<file path="src/rtl/ahb_lite_cmd_master_if.sv">
// ---------------------------------------------------------------------------
// ahb_lite_cmd_master_if
// Bundles the command/response stream and the AHB-Lite bus signals used by
// ahb_lite_cmd_master.
//   master modport : the command master itself (drives HADDR/HTRANS/...,
//                    cmd_ready and the rsp_* stream).
//   slave modport  : the environment side (command source, response sink and
//                    AHB-Lite slave).
// Signals:
//   cmd_valid/cmd_ready/cmd_addr/cmd_write/cmd_size/cmd_wdata : command stream
//   rsp_valid/rsp_rdata/rsp_error                             : response pulse
//   HADDR/HWRITE/HTRANS/HSIZE/HBURST/HPROT/HWDATA              : AHB outputs
//   HREADY/HRDATA/HRESP                                       : AHB inputs
// ---------------------------------------------------------------------------
interface ahb_lite_cmd_master_if;
  logic        cmd_valid;
  logic        cmd_ready;
  logic [31:0] cmd_addr;
  logic        cmd_write;
  logic [1:0]  cmd_size;
  logic [31:0] cmd_wdata;

  logic        rsp_valid;
  logic [31:0] rsp_rdata;
  logic        rsp_error;

  logic [31:0] HADDR;
  logic        HWRITE;
  logic [1:0]  HTRANS;
  logic [2:0]  HSIZE;
  logic [2:0]  HBURST;
  logic [3:0]  HPROT;
  logic [31:0] HWDATA;
  logic        HREADY;
  logic [31:0] HRDATA;
  logic        HRESP;

  modport master (
    input  cmd_valid, cmd_addr, cmd_write, cmd_size, cmd_wdata,
    output cmd_ready,
    output rsp_valid, rsp_rdata, rsp_error,
    output HADDR, HWRITE, HTRANS, HSIZE, HBURST, HPROT, HWDATA,
    input  HREADY, HRDATA, HRESP
  );

  modport slave (
    output cmd_valid, cmd_addr, cmd_write, cmd_size, cmd_wdata,
    input  cmd_ready,
    input  rsp_valid, rsp_rdata, rsp_error,
    input  HADDR, HWRITE, HTRANS, HSIZE, HBURST, HPROT, HWDATA,
    output HREADY, HRDATA, HRESP
  );
endinterface

</file>
<file path="src/rtl/ahb_lite_cmd_master.sv">
// ---------------------------------------------------------------------------
// ahb_lite_cmd_master
// Single-transfer AHB-Lite master: each accepted command becomes one NONSEQ
// transfer and produces exactly one rsp_valid pulse. Address and data phases
// are pipelined, so back-to-back commands run at one transfer per cycle.
// Handles wait states and the two-cycle ERROR response (the pending address
// phase is cancelled to IDLE and reissued afterwards).
// Ports:
//   HCLK    : clock, rising edge
//   HRESET  : synchronous active-high reset
//   bus     : ahb_lite_cmd_master_if.master (command, response, AHB bus)
// Parameter:
//   HPROT_VAL : constant value driven on HPROT
// ---------------------------------------------------------------------------
module ahb_lite_cmd_master #(
  parameter logic [3:0] HPROT_VAL = 4'b0011
) (
  input  logic                        HCLK,
  input  logic                        HRESET,
  ahb_lite_cmd_master_if.master       bus
);

  localparam logic [1:0] HTRANS_IDLE   = 2'b00;
  localparam logic [1:0] HTRANS_NONSEQ = 2'b10;

  // Size code 3 is not a legal single-beat size here; it is folded to word.
  function automatic logic [1:0] eff_size(input logic [1:0] s);
    return (s == 2'd3) ? 2'd2 : s;
  endfunction

  function automatic logic [31:0] align_addr(input logic [31:0] a,
                                             input logic [1:0]  s);
    logic [31:0] r;
    case (s)
      2'd1:    r = {a[31:1], 1'b0};
      2'd2:    r = {a[31:2], 2'b00};
      default: r = a;
    endcase
    return r;
  endfunction

  // Address-phase slot
  logic        vld_p0;
  logic [31:0] addr_p0;
  logic        write_p0;
  logic [1:0]  size_p0;
  logic [31:0] wdata_p0;

  // Data-phase slot
  logic        vld_p1;
  logic        write_p1;
  logic [31:0] hwdata_p1;

  // Response
  logic        rsp_vld_p2;
  logic [31:0] rsp_rdata_p2;
  logic        rsp_error_p2;

  // Set during the second ERROR cycle: forces IDLE and holds the ap slot.
  logic        cancel;

  logic        cmd_ready_w;
  logic        accept;
  logic        ap_go;
  logic        dp_go;
  logic [1:0]  cmd_size_eff;

  assign cmd_size_eff = eff_size(bus.cmd_size);
  assign cmd_ready_w  = !vld_p0 || (bus.HREADY && !cancel);
  assign accept       = bus.cmd_valid && cmd_ready_w;
  assign ap_go        = vld_p0 && !cancel && bus.HREADY;
  assign dp_go        = vld_p1 && bus.HREADY;

  always_ff @(posedge HCLK) begin
    if (HRESET) begin
      vld_p0       <= 1'b0;
      addr_p0      <= '0;
      write_p0     <= 1'b0;
      size_p0      <= '0;
      wdata_p0     <= '0;
      vld_p1       <= 1'b0;
      write_p1     <= 1'b0;
      hwdata_p1    <= '0;
      cancel       <= 1'b0;
      rsp_vld_p2   <= 1'b0;
      rsp_rdata_p2 <= '0;
      rsp_error_p2 <= 1'b0;
    end else begin
      // ---- command -> address phase ----
      if (accept) begin
        vld_p0   <= 1'b1;
        addr_p0  <= align_addr(bus.cmd_addr, cmd_size_eff);
        write_p0 <= bus.cmd_write;
        size_p0  <= cmd_size_eff;
        wdata_p0 <= bus.cmd_wdata;
      end else if (ap_go) begin
        vld_p0   <= 1'b0;
      end

      // ---- address phase -> data phase ----
      if (ap_go) begin
        vld_p1    <= 1'b1;
        write_p1  <= write_p0;
        hwdata_p1 <= wdata_p0;
      end else if (dp_go) begin
        vld_p1    <= 1'b0;
      end

      if (bus.HREADY)
        cancel <= 1'b0;
      else if (vld_p1 && bus.HRESP)
        cancel <= 1'b1;

      // ---- data phase -> response ----
      rsp_vld_p2 <= dp_go;
      if (dp_go) begin
        rsp_error_p2 <= bus.HRESP;
        rsp_rdata_p2 <= write_p1 ? 32'h0 : bus.HRDATA;
      end
    end
  end

  assign bus.cmd_ready = cmd_ready_w;
  assign bus.HTRANS    = (vld_p0 && !cancel) ? HTRANS_NONSEQ : HTRANS_IDLE;
  assign bus.HADDR     = addr_p0;
  assign bus.HWRITE    = write_p0;
  assign bus.HSIZE     = {1'b0, size_p0};
  assign bus.HBURST    = 3'b000;
  assign bus.HPROT     = HPROT_VAL;
  assign bus.HWDATA    = hwdata_p1;
  assign bus.rsp_valid = rsp_vld_p2;
  assign bus.rsp_rdata = rsp_rdata_p2;
  assign bus.rsp_error = rsp_error_p2;

endmodule

</file>
<file path="src/flat_wrapper.sv">
// flat-port wrapper written by rule: the top's interface ports become plain ports
module ahb_lite_cmd_master_flat 
#(
  parameter logic [3:0] HPROT_VAL = 4'b0011
)
  (HCLK, HRESET, bus_cmd_valid, bus_cmd_addr, bus_cmd_write, bus_cmd_size, bus_cmd_wdata, bus_cmd_ready, bus_rsp_valid, bus_rsp_rdata, bus_rsp_error, bus_HADDR, bus_HWRITE, bus_HTRANS, bus_HSIZE, bus_HBURST, bus_HPROT, bus_HWDATA, bus_HREADY, bus_HRDATA, bus_HRESP);
  ahb_lite_cmd_master_if bus_i ();
  input  logic HCLK;
  input  logic HRESET;
  input wire logic [$bits(bus_i.cmd_valid)-1:0] bus_cmd_valid;
  input wire logic [$bits(bus_i.cmd_addr)-1:0] bus_cmd_addr;
  input wire logic [$bits(bus_i.cmd_write)-1:0] bus_cmd_write;
  input wire logic [$bits(bus_i.cmd_size)-1:0] bus_cmd_size;
  input wire logic [$bits(bus_i.cmd_wdata)-1:0] bus_cmd_wdata;
  output wire logic [$bits(bus_i.cmd_ready)-1:0] bus_cmd_ready;
  output wire logic [$bits(bus_i.rsp_valid)-1:0] bus_rsp_valid;
  output wire logic [$bits(bus_i.rsp_rdata)-1:0] bus_rsp_rdata;
  output wire logic [$bits(bus_i.rsp_error)-1:0] bus_rsp_error;
  output wire logic [$bits(bus_i.HADDR)-1:0] bus_HADDR;
  output wire logic [$bits(bus_i.HWRITE)-1:0] bus_HWRITE;
  output wire logic [$bits(bus_i.HTRANS)-1:0] bus_HTRANS;
  output wire logic [$bits(bus_i.HSIZE)-1:0] bus_HSIZE;
  output wire logic [$bits(bus_i.HBURST)-1:0] bus_HBURST;
  output wire logic [$bits(bus_i.HPROT)-1:0] bus_HPROT;
  output wire logic [$bits(bus_i.HWDATA)-1:0] bus_HWDATA;
  input wire logic [$bits(bus_i.HREADY)-1:0] bus_HREADY;
  input wire logic [$bits(bus_i.HRDATA)-1:0] bus_HRDATA;
  input wire logic [$bits(bus_i.HRESP)-1:0] bus_HRESP;
  assign bus_i.cmd_valid = bus_cmd_valid;
  assign bus_i.cmd_addr = bus_cmd_addr;
  assign bus_i.cmd_write = bus_cmd_write;
  assign bus_i.cmd_size = bus_cmd_size;
  assign bus_i.cmd_wdata = bus_cmd_wdata;
  assign bus_cmd_ready = bus_i.cmd_ready;
  assign bus_rsp_valid = bus_i.rsp_valid;
  assign bus_rsp_rdata = bus_i.rsp_rdata;
  assign bus_rsp_error = bus_i.rsp_error;
  assign bus_HADDR = bus_i.HADDR;
  assign bus_HWRITE = bus_i.HWRITE;
  assign bus_HTRANS = bus_i.HTRANS;
  assign bus_HSIZE = bus_i.HSIZE;
  assign bus_HBURST = bus_i.HBURST;
  assign bus_HPROT = bus_i.HPROT;
  assign bus_HWDATA = bus_i.HWDATA;
  assign bus_i.HREADY = bus_HREADY;
  assign bus_i.HRDATA = bus_HRDATA;
  assign bus_i.HRESP = bus_HRESP;
  ahb_lite_cmd_master #(.HPROT_VAL(HPROT_VAL)) u_core (.HCLK(HCLK), .HRESET(HRESET), .bus(bus_i));
endmodule
</file>
<file path="config.mk">
export PLATFORM = sky130hd
export DESIGN_NAME = ahb_lite_cmd_master_flat
export DESIGN_NICKNAME = d
export VERILOG_FILES = /design/src/rtl/ahb_lite_cmd_master_if.sv /design/src/rtl/ahb_lite_cmd_master.sv /design/src/flat_wrapper.sv
export SDC_FILE = /design/constraint.sdc
export NUM_CORES = 1
export LEC_CHECK = 0
export ABC_AREA = 1
export BUFFER_PORTS_ARGS = -buffer_cell sky130_fd_sc_hd__clkbuf_2
export CAP_MARGIN = 10
export CORE_UTILIZATION = 40
export CTS_CLUSTER_DIAMETER = 150
export CTS_CLUSTER_SIZE = 24
export DETAILED_ROUTE_END_ITERATION = 12
export HOLD_SLACK_MARGIN = 0.15
export PLACE_DENSITY = 0.76
export SYNTH_ARGS = -nofsm -noshare
export SYNTH_HDL_FRONTEND = slang
export SYNTH_SLANG_ARGS = --single-unit
</file>
<file path="constraint.sdc">
create_clock -name HCLK -period 2.2 [get_ports HCLK]
set_input_delay 0.11 -clock HCLK [delete_from_list [all_inputs] [get_ports HCLK]]
set_output_delay 0.11 -clock HCLK [all_outputs]
set_load 0.01 [all_outputs]
</file>
# Word level (Yosys, flattened, before mapping)
# Index checks and enable logic that the tools add are counted.
# word_totals
regBits,137
inputBits,104
output_inout_bits,112
elab_cells,35
# classes
n_eq_ne,3
n_mux,8
n_reduce_logical,12
# op_table
operator,n
32-bit 2-to-1 mux,1
1-bit logical AND,6
2-bit equality test (second input constant),2
1-bit 2-to-1 mux,4
2-bit 2-to-1 mux,2
2-bit case mux with 2 select lines,1
2-bit nonzero test,2
2-bit by 1-bit equality test with 1-bit output (second input constant),1
1-bit logical NOT,2
2-bit OR reduction,1
1-bit logical OR,1

# Depth between registers and ports, before layout
# Gate-level depths: netlist of run 1.
# logic_depth
depth_word,5
mapped_depth,8

# Worst setup path after synthesis of run 1
# OpenSTA, ideal clock, no wires.
# synth_path
path_kind,reg-to-reg
start,reg u_core.cancel
end,reg u_core.addr_p0[10] (netlist: u_core.bus.HADDR[10])
arrival_time_ns,0.997
t_required_ns,2.087
setup_slack_ns,1.090
stages_incl_launch_ff,8
n_path_buf,2
period_less_slack_ns,1.110
path_cell_list,dfxtp_1 > inv_2 > nand2_2 > nand2_4 > buf_6 > buf_8 > a21oi_2 > nor2_1
# synth_between
elab_chain_cells,4
# synth_rtl
element,line_no,source
from (decl),ahb_lite_cmd_master.sv:60,logic cancel;
from (signal assigned),ahb_lite_cmd_master.sv:84,cancel <= 1'b0;
from (signal assigned),ahb_lite_cmd_master.sv:110,cancel <= 1'b0;
from (signal assigned),ahb_lite_cmd_master.sv:112,cancel <= 1'b1;
1-bit logical NOT,ahb_lite_cmd_master.sv:69,assign cmd_ready_w = !vld_p0 || (bus.HREADY && !cancel);
1-bit logical AND,ahb_lite_cmd_master.sv:69,
1-bit logical OR,ahb_lite_cmd_master.sv:69,
1-bit logical AND,ahb_lite_cmd_master.sv:70,assign accept = bus.cmd_valid && cmd_ready_w;
to (signal assigned),ahb_lite_cmd_master.sv:92,"addr_p0 <= align_addr(bus.cmd_addr, cmd_size_eff);"
to (decl),ahb_lite_cmd_master.sv:44,logic [31:0] addr_p0;
# Every way passes these cells.
# A chain may end at the register's enable or synchronous reset.

# Worst setup path in the final report of run 1
# layout_path
start,reg u_core.cancel
end,out bus_cmd_ready
# layout_between
elab_chain_cells,3
# layout_rtl
element,line_no,source
1-bit logical NOT,ahb_lite_cmd_master.sv:69,
1-bit logical AND,ahb_lite_cmd_master.sv:69,
1-bit logical OR,ahb_lite_cmd_master.sv:69,
to (decl),flat_wrapper.sv:15,output wire logic [$bits(bus_i.cmd_ready)-1:0] bus_cmd_ready;
# Every way passes these cells.

==> results of run 1 <==
-- worst max-delay path, stage by stage, from the launching register on --
cell	delay, ns
dfxtp_1	0.34
inv_2	0.09
nand2_2	0.06
nand2_4	0.36
buf_4	0.31
clkbuf_2	0.17
-- final timing paths --
path         slack, ns  cells after the start       startpoint                    to
max               0.37                      5    u_core.cancel         bus_cmd_ready
min reg2reg       0.46                      2  u_core.write_p1       u_core.write_p1
max reg2reg       0.67                      7    u_core.cancel  u_core.bus.HADDR[15]
min               0.19                      3    bus_cmd_valid  u_core.bus.HADDR[16]
-- final cells by class --
class	count	area share
Clock buffer	25	0.0605
Sequential cell	137	0.328
Multi-Input combinational cell	491	0.305
Timing Repair Buffer	323	0.265
Tap cell	180	0.0269
Inverter	10	0.00464
Clock inverter	6	0.0103
-- state kept, by name, indices dropped and copies added (netlist names) --
name	flops
u_core.bus.HADDR	32
u_core.bus.HWDATA	32
u_core.bus.HWRITE	1
u_core.bus.rsp_error	1
u_core.bus.rsp_rdata	32
u_core.bus.rsp_valid	1
u_core.cancel	1
u_core.size_p0	2
u_core.vld_p0	1
u_core.vld_p1	1
u_core.wdata_p0	32
u_core.write_p1	1
-- power breakdown --
group	total (µW)	internal, µW	switching (µW)
combinational	860	419	441
clock	2840	1810	1030
sequential	2690	2610	81.9
-- metal layers --
layer,global-route usage,routed length [µm]
met2,0.371,8050
met5,0,0
met3,0.0651,917
met4,0.106,539
met1,0.267,6890
-- synth_stat cells, drive strengths merged --
master / count / area share
clkbuf: 21 / 0.014
nor2: 71 / 0.048
nand2: 143 / 0.096
conb: 2 / 0.0013
nand3: 71 / 0.063
buf: 51 / 0.060
nand3b: 63 / 0.083
a21oi: 101 / 0.12
inv: 10 / 0.0066
o21ai: 33 / 0.029
dfxtp: 137 / 0.48
-- cells by family after synthesis --
kind of cell    share of synthesized area
simple gates                        0.289
flops                               0.479
compound gates                      0.150
buf+inv                            0.0805
other cells                       0.00131
-- per-stage QoR --
stage                     area (µm²)  hold WS, ns  utilization
after global routing            8360        0.202        0.600
after CTS                       8360        0.185        0.600
final                           8360        0.188        0.600
after detailed placement        6760        0.328        0.485
after floorplan                 5750        0.213            -
after global placement          6760        0.329        0.485
-- what timing repair did --
item,4_1_cts,5_1_grt
hold buffers,101,0
hold endpoints to repair,101,0
gates resized for setup,0,0
==> flow_summary.toml, run 1 <==
[run_status]
outcome = "finished clean"

[clock_tree]
path_clk_slew_ns = 0.06
cts_setup_buffers = 0
numCtsBuffers = 17
clock_latency_ns = 0.41
cts-root-buf = "clkbuf_16"
h-tree-depth = 4
cts_tree = "yes"
clk_path_buf_depth = 2
cts.sinks = 137

[floorplan]
initial_core_util = 0.411
num_rows = 43
die_x_um = 122
ios = 216
core_area_um2 = 13900
die-area_um2 = 14800
die_h_um = 122

[power]
cellPowerDensity_nw_per_um2 = 765
vdd_drop_max_v = 0.000525
p_total_uw = 6400
power_leakage_uw = 0.00382

[cells_and_area]
regArea_um2 = 2740
num-nets-final = 1084
final_common_cell = "clkbuf_2"
fillers = 1180
multi_input_area_um2 = 2550
syn_to_final_growth_pct = 46.1
final_cell_mix = "clkbuf_2 (205), nand2_1 (141), dfxtp_1 (137)"
diodes = 0
final_cells = 1172
drive_gt1_frac = 0.309

[grt]
track_usage = 0.225
antenna_found_initial = 0
grt_pass1_wl_mm = 26.2
grt_max_degree = 103
overflow = 0
first_global_vias = 5511

[route]
via_per_inst = 4.89
firstDrtPassIters = 4
drc = 0
finalWirelength_mm = 16.4
vias = 5730
drtIter0Drc = 362
drtAntennaViolNets = 0
wl_per_cell_um = 14.0

[timing]
fmax_ghz = 0.546
final-setup-viol-count = 0
fin_crit_ns = 1.83
final.setup.tns_ns = 0
grt_setup_unrepaired = "false"
layout_setup_ws_ns = 0.370
final.setup_skew_ns = 0.00698
fin_crit_sh = 0.832
hold_viol = 0
slew_viol_final = 0

[job]
drv_cap = 0

[logic_synthesis]
ys_seq_elements = 137
ys_warn_count = 0
ys_seq_area_frac = 0.479
synth.avg_cell_area_um2 = 8.14
syn_inst = 703
synth.distinct_cells = 20
synth_area_um2 = 5720

[placement]
dp_slack_ns = 0.695
io_buffers = 206
dp_cells = 1040
place.gp.congestion = 0.707
hpwl_mm = 9.29

[worst_setup_path]
cp-start-kind = "flop"
crit_required_ns = 2.09
crit_arrival_ns = 1.72
crit_path_end_kind = "output pin"
critPathKind = "flop to output pin"
path_max_fanout = 34

[hold_path]
hold_path.class = "input port to flop"
(Power assumes the default switching activity.)
==> run 2: changes to the inputs <==
PLACE_DENSITY = 0.79   (was 0.76)
clock period = 1.6 ns   (was 2.2 ns; I/O delays follow)
==> flow_summary.toml, run 2 (synthesis gave the netlist of run 1 again) <==
[route]
via_per_inst = 4.85
wl_per_cell_um = 13.9
drtAntennaViolNets = 0
drtIter0Drc = 452
finalWirelength_mm = 16.5
vias = 5748
drc = 0
firstDrtPassIters = 4

[floorplan]
initial_core_util = 0.411
die-area_um2 = 14800
die_h_um = 122
num_rows = 43
ios = 216
die_x_um = 122
core_area_um2 = 13900

[placement]
hpwl_mm = 9.63
place.gp.congestion = 0.738
dp_cells = 1047
io_buffers = 206
place_area_um2 = 6850

[clock_tree]
numCtsBuffers = 17
path_clk_slew_ns = 0.06
clk_path_buf_depth = 2
cts_tree = "yes"
cts.sinks = 137
clock_latency_ns = 0.41
cts-root-buf = "clkbuf_16"
h-tree-depth = 4

[cells_and_area]
final_common_cell = "clkbuf_2"
diodes = 0
drive_gt1_frac = 0.320
final_cell_mix = "clkbuf_2 (205), nand2_1 (141), dfxtp_1 (137)"
final_area_um2 = 8540
syn_to_final_growth_pct = 49.2
final_cells = 1184
num-nets-final = 1095

[power]
power.share.sequential = 0.406
cellPowerDensity_nw_per_um2 = 1070
clkPwrFrac = 0.459
vdd_drop_max_v = 0.000782
p_sw_uw = 2200
sw_frac_of_total = 0.241
p_comb_frac = 0.135
intPower_uw = 6920
power_leakage_uw = 0.00390

[timing]
slew_viol_final = 0
final.setup.tns_ns = 0
fin_crit_sh = 0.939
fin_crit_ns = 1.50
grt_setup_unrepaired = "false"
final.setup_skew_ns = 0.00650
fmax_ghz = 0.666
final-setup-viol-count = 0
hold-worst-slack_ns = 0.173
hold_viol = 0

[hold_path]
hold_path.class = "input port to flop"

[worst_setup_path]
crit_arrival_ns = 1.42
crit_required_ns = 1.52
crit_path_end_kind = "output pin"
r2r_slack_ns = 0.21
cp-start-kind = "flop"
critPathKind = "flop to output pin"
path_max_fanout = 10

[run_status]
outcome = "finished clean"

[grt]
antenna_found_initial = 0
track_usage = 0.228
first_global_vias = 5574
grt_pass1_wl_mm = 26.6
overflow = 0
grt_max_degree = 62

[job]
drv_cap = 0
## run 2: changes by cell type in the layout (fill, tap and decap cells not counted), moves of 2 or more
| cell | change |
|---|---|
| buf_4 | +7 |
| clkbuf_8 | -2 |
| clkbuf_1 | -3 |
| buf_12 | +3 |
| clkinvlp_4 | +2 |
| clkinv_2 | +2 |
| bufinv_16 | +2 |
## run 2: cell type report
| type | instances | area (µm²) |
|---|---|---|
| inverter | 10 | 38.8 |
| clock buffer | 20 | 467 |
| tap | 180 | 225 |
| clock inverter | 12 | 171 |
| fill | 1166 | 5400 |
| multi-input combinational | 491 | 2550 |
| sequential | 137 | 2740 |
| timing repair buffer | 334 | 2340 |
## run 2: what timing repair did
action / in CTS / in global routing
pin swaps: 0 / 1
hold buffers: 102 / 0
setup endpoints to repair: 1 / 2
setup buffers: 0 / 4
endpoints found under the hold margin: 101 / 0
resized for setup: 1 / 0
## run 2: per-stage QoR
stage / utilization / total power [µW] / setup WS (ns)
2_1_floorplan: - / 4420 / 0.490
3_3_place_gp: 0.491 / 4750 / 0.329
3_5_place_dp: 0.491 / 4770 / 0.291
4_1_cts: 0.611 / 9170 / 0.0190
5_1_grt: 0.613 / 9490 / 0.0103
6_report: 0.613 / 9120 / 0.0982
## run 2: critical path, cell delays in order (launching register included)
cell and delay (ns):
dfxtp_1 0.47, inv_2 0.08, nor2_4 0.26, clkbuf_2 0.20
## run 2: metal layers
metal  global-route usage  wire length (µm)
met4                0.112               630
met1                0.255              6710
met3               0.0646               879
met2                0.397              8250
met5                    0                 0
## run 2: path summary, 6_finish.rpt
check             startpoint                     to  cells after the start
min                   HRESET    u_core.wdata_p0[13]                      4
max reg2reg    u_core.vld_p0  u_core.bus.HWDATA[25]                      6
max            u_core.vld_p0          bus_HTRANS[1]                      3
min reg2reg  u_core.write_p1        u_core.write_p1                      2
## run 2: power by group through the flow
stage	Combinational, µW	Sequential, µW	Clock, µW
detailed placement	999	3770	0
floorplan	617	3810	0
finish	1230	3700	4190
global route	1360	3720	4410
CTS	1200	3700	4260
global placement	981	3770	0
==> run 3: changes to the inputs <==
GPL_TIMING_DRIVEN = 0   (was unset)
==> flow_summary.toml, run 3 (synthesis gave the netlist of run 1 again) <==
[clock_tree]
clock_latency_ns = 0.42
cts-root-buf = "clkbuf_16"
cts.sinks = 137
cts_tree = "yes"
numCtsBuffers = 17
cts_setup_buffers = 0
path_clk_slew_ns = 0.06
clk_path_buf_depth = 2
h-tree-depth = 4

[floorplan]
ios = 216
die_h_um = 122
initial_core_util = 0.411
core_area_um2 = 13900
num_rows = 43
die-area_um2 = 14800
die_x_um = 122

[worst_setup_path]
cpMaxStageDelayCell = "dlygate4sd3_1"
crit_arrival_ns = 1.76
crit_top_cell = "dlygate4sd3_1"
cp-start-kind = "input port"
critPathKind = "input port to flop"
r2r_slack_ns = 0.15
path_buf_inv = 3
crit_required_ns = 1.90
crit_family = "buffers and inverters"
path_max_fanout = 10
crit_path_end_kind = "flop"
path_cells = "dlygate4sd3_1 > buf_4 > nand3_2 > nand2_1 > a21oi_1 > dlygate4sd3_1"
critPathMaxStageDelay_ns = 0.56

[timing]
final-setup-viol-count = 0
grt_setup_unrepaired = "false"
relSlewSlack = 0.647
tightest_slew_ns = 0.529
fmax_ghz = 0.688
final.setup_skew_ns = 0.00556
hold_viol = 0
fin_crit_ns = 1.45
slew_viol_final = 0
final.setup.tns_ns = 0
fin_crit_sh = 0.908

[route]
vias = 6072
drc = 0
firstDrtPassIters = 4
drtIter0Drc = 381
via_per_inst = 4.94
wl_per_cell_um = 14.5
finalWirelength_mm = 17.9
drtAntennaViolNets = 0

[grt]
grt_pass1_wl_mm = 27.7
track_usage = 0.243
overflow = 0
first_global_vias = 5795
grt_max_degree = 17
antenna_found_initial = 0

[cells_and_area]
fillers = 1182
diodes = 0
final_common_cell = "clkbuf_2"
final_area_um2 = 8670
syn_to_final_growth_pct = 51.4
drive_gt1_frac = 0.326
final_cell_mix = "clkbuf_2 (203), nand2_1 (141), dfxtp_1 (136)"
num-nets-final = 1140
final_cells = 1229

[power]
intPower_uw = 6890
p_sw_uw = 2250
power.share.sequential = 0.405
cellPowerDensity_nw_per_um2 = 1050
vdd_drop_max_v = 0.000699
power_leakage_uw = 0.00400
p_comb_frac = 0.138
clkPwrFrac = 0.457
sw_frac_of_total = 0.246

[job]
drv_cap = 0

[hold_path]
hold_path.class = "input port to flop"

[placement]
dp_cells = 1093
hpwl_mm = 11.2
place_area_um2 = 6990
io_buffers = 203
place.gp.congestion = 0.764

[run_status]
outcome = "finished clean"
==> run 3: final timing paths <==
check	depth (start not counted)	endpoint	startpoint
setup / recovery	6	u_core.bus.HWDATA[14]	bus_HREADY
setup reg to reg	5	u_core.bus.HWDATA[14]	u_core.cancel
hold reg to reg	2	u_core.bus.HWDATA[12]	u_core.bus.HWDATA[12]
hold / removal	5	u_core.bus.HADDR[31]	bus_cmd_valid
==> run 3: worst reg2reg max path, cell delays in order (launching register included) <==
cell,delay (ns)
dfxtp_1,0.33
inv_2,0.09
nand3_2,0.19
nand2_1,0.11
a21oi_1,0.07
dlygate4sd3_1,0.56
==> run 3: area by class of cell <==
class | count | area (µm²) | area share
Sequential cell | 137 | 2740 | 0.317
Multi-Input combinational cell | 491 | 2550 | 0.294
Timing Repair Buffer | 308 | 2070 | 0.238
Clock buffer | 20 | 457 | 0.0527
Buffer | 71 | 418 | 0.0482
Tap cell | 180 | 225 | 0.0260
Clock inverter | 12 | 173 | 0.0199
Inverter | 10 | 37.5 | 0.00433
==> run 3: power by group through the flow <==
stage                     logic [µW]  clock network, µW  registers, µW
after CTS                       1240               4230           3700
after global routing            1380               4390           3720
after detailed placement        1040                  0           3770
after global placement          1020                  0           3770
after floorplan                  617                  0           3810
final                           1260               4170           3700
==> run 3: stage by stage <==
step           hold WS [ns]  power (µW)   util  setup slack [ns]
6_report              0.237        9140  0.622             0.147
4_1_cts               0.220        9170  0.622            0.0674
3_3_place_gp          0.300        4790  0.502             0.373
2_1_floorplan         0.183        4420      -             0.490
3_5_place_dp          0.310        4810  0.502             0.357
5_1_grt               0.250        9490  0.622            0.0227
==> run 3: per-layer routing <==
layer  share of wire  GRT usage  routed length (µm)  up-vias
li1                -          -                   -     2984
met1            0.41      0.278                7360     2811
met2            0.50      0.413                8930      215
met3           0.048     0.0548                 857       62
met4           0.040      0.144                 714        0
met5               0          0                   0        -
==> run 3: repair_timing <==
action / 4_1_cts / 5_1_grt
setup endpoints to repair: 0 / 3
resized for setup: 0 / 1
endpoints found under the hold margin: 105 / 0
hold buffers: 105 / 0
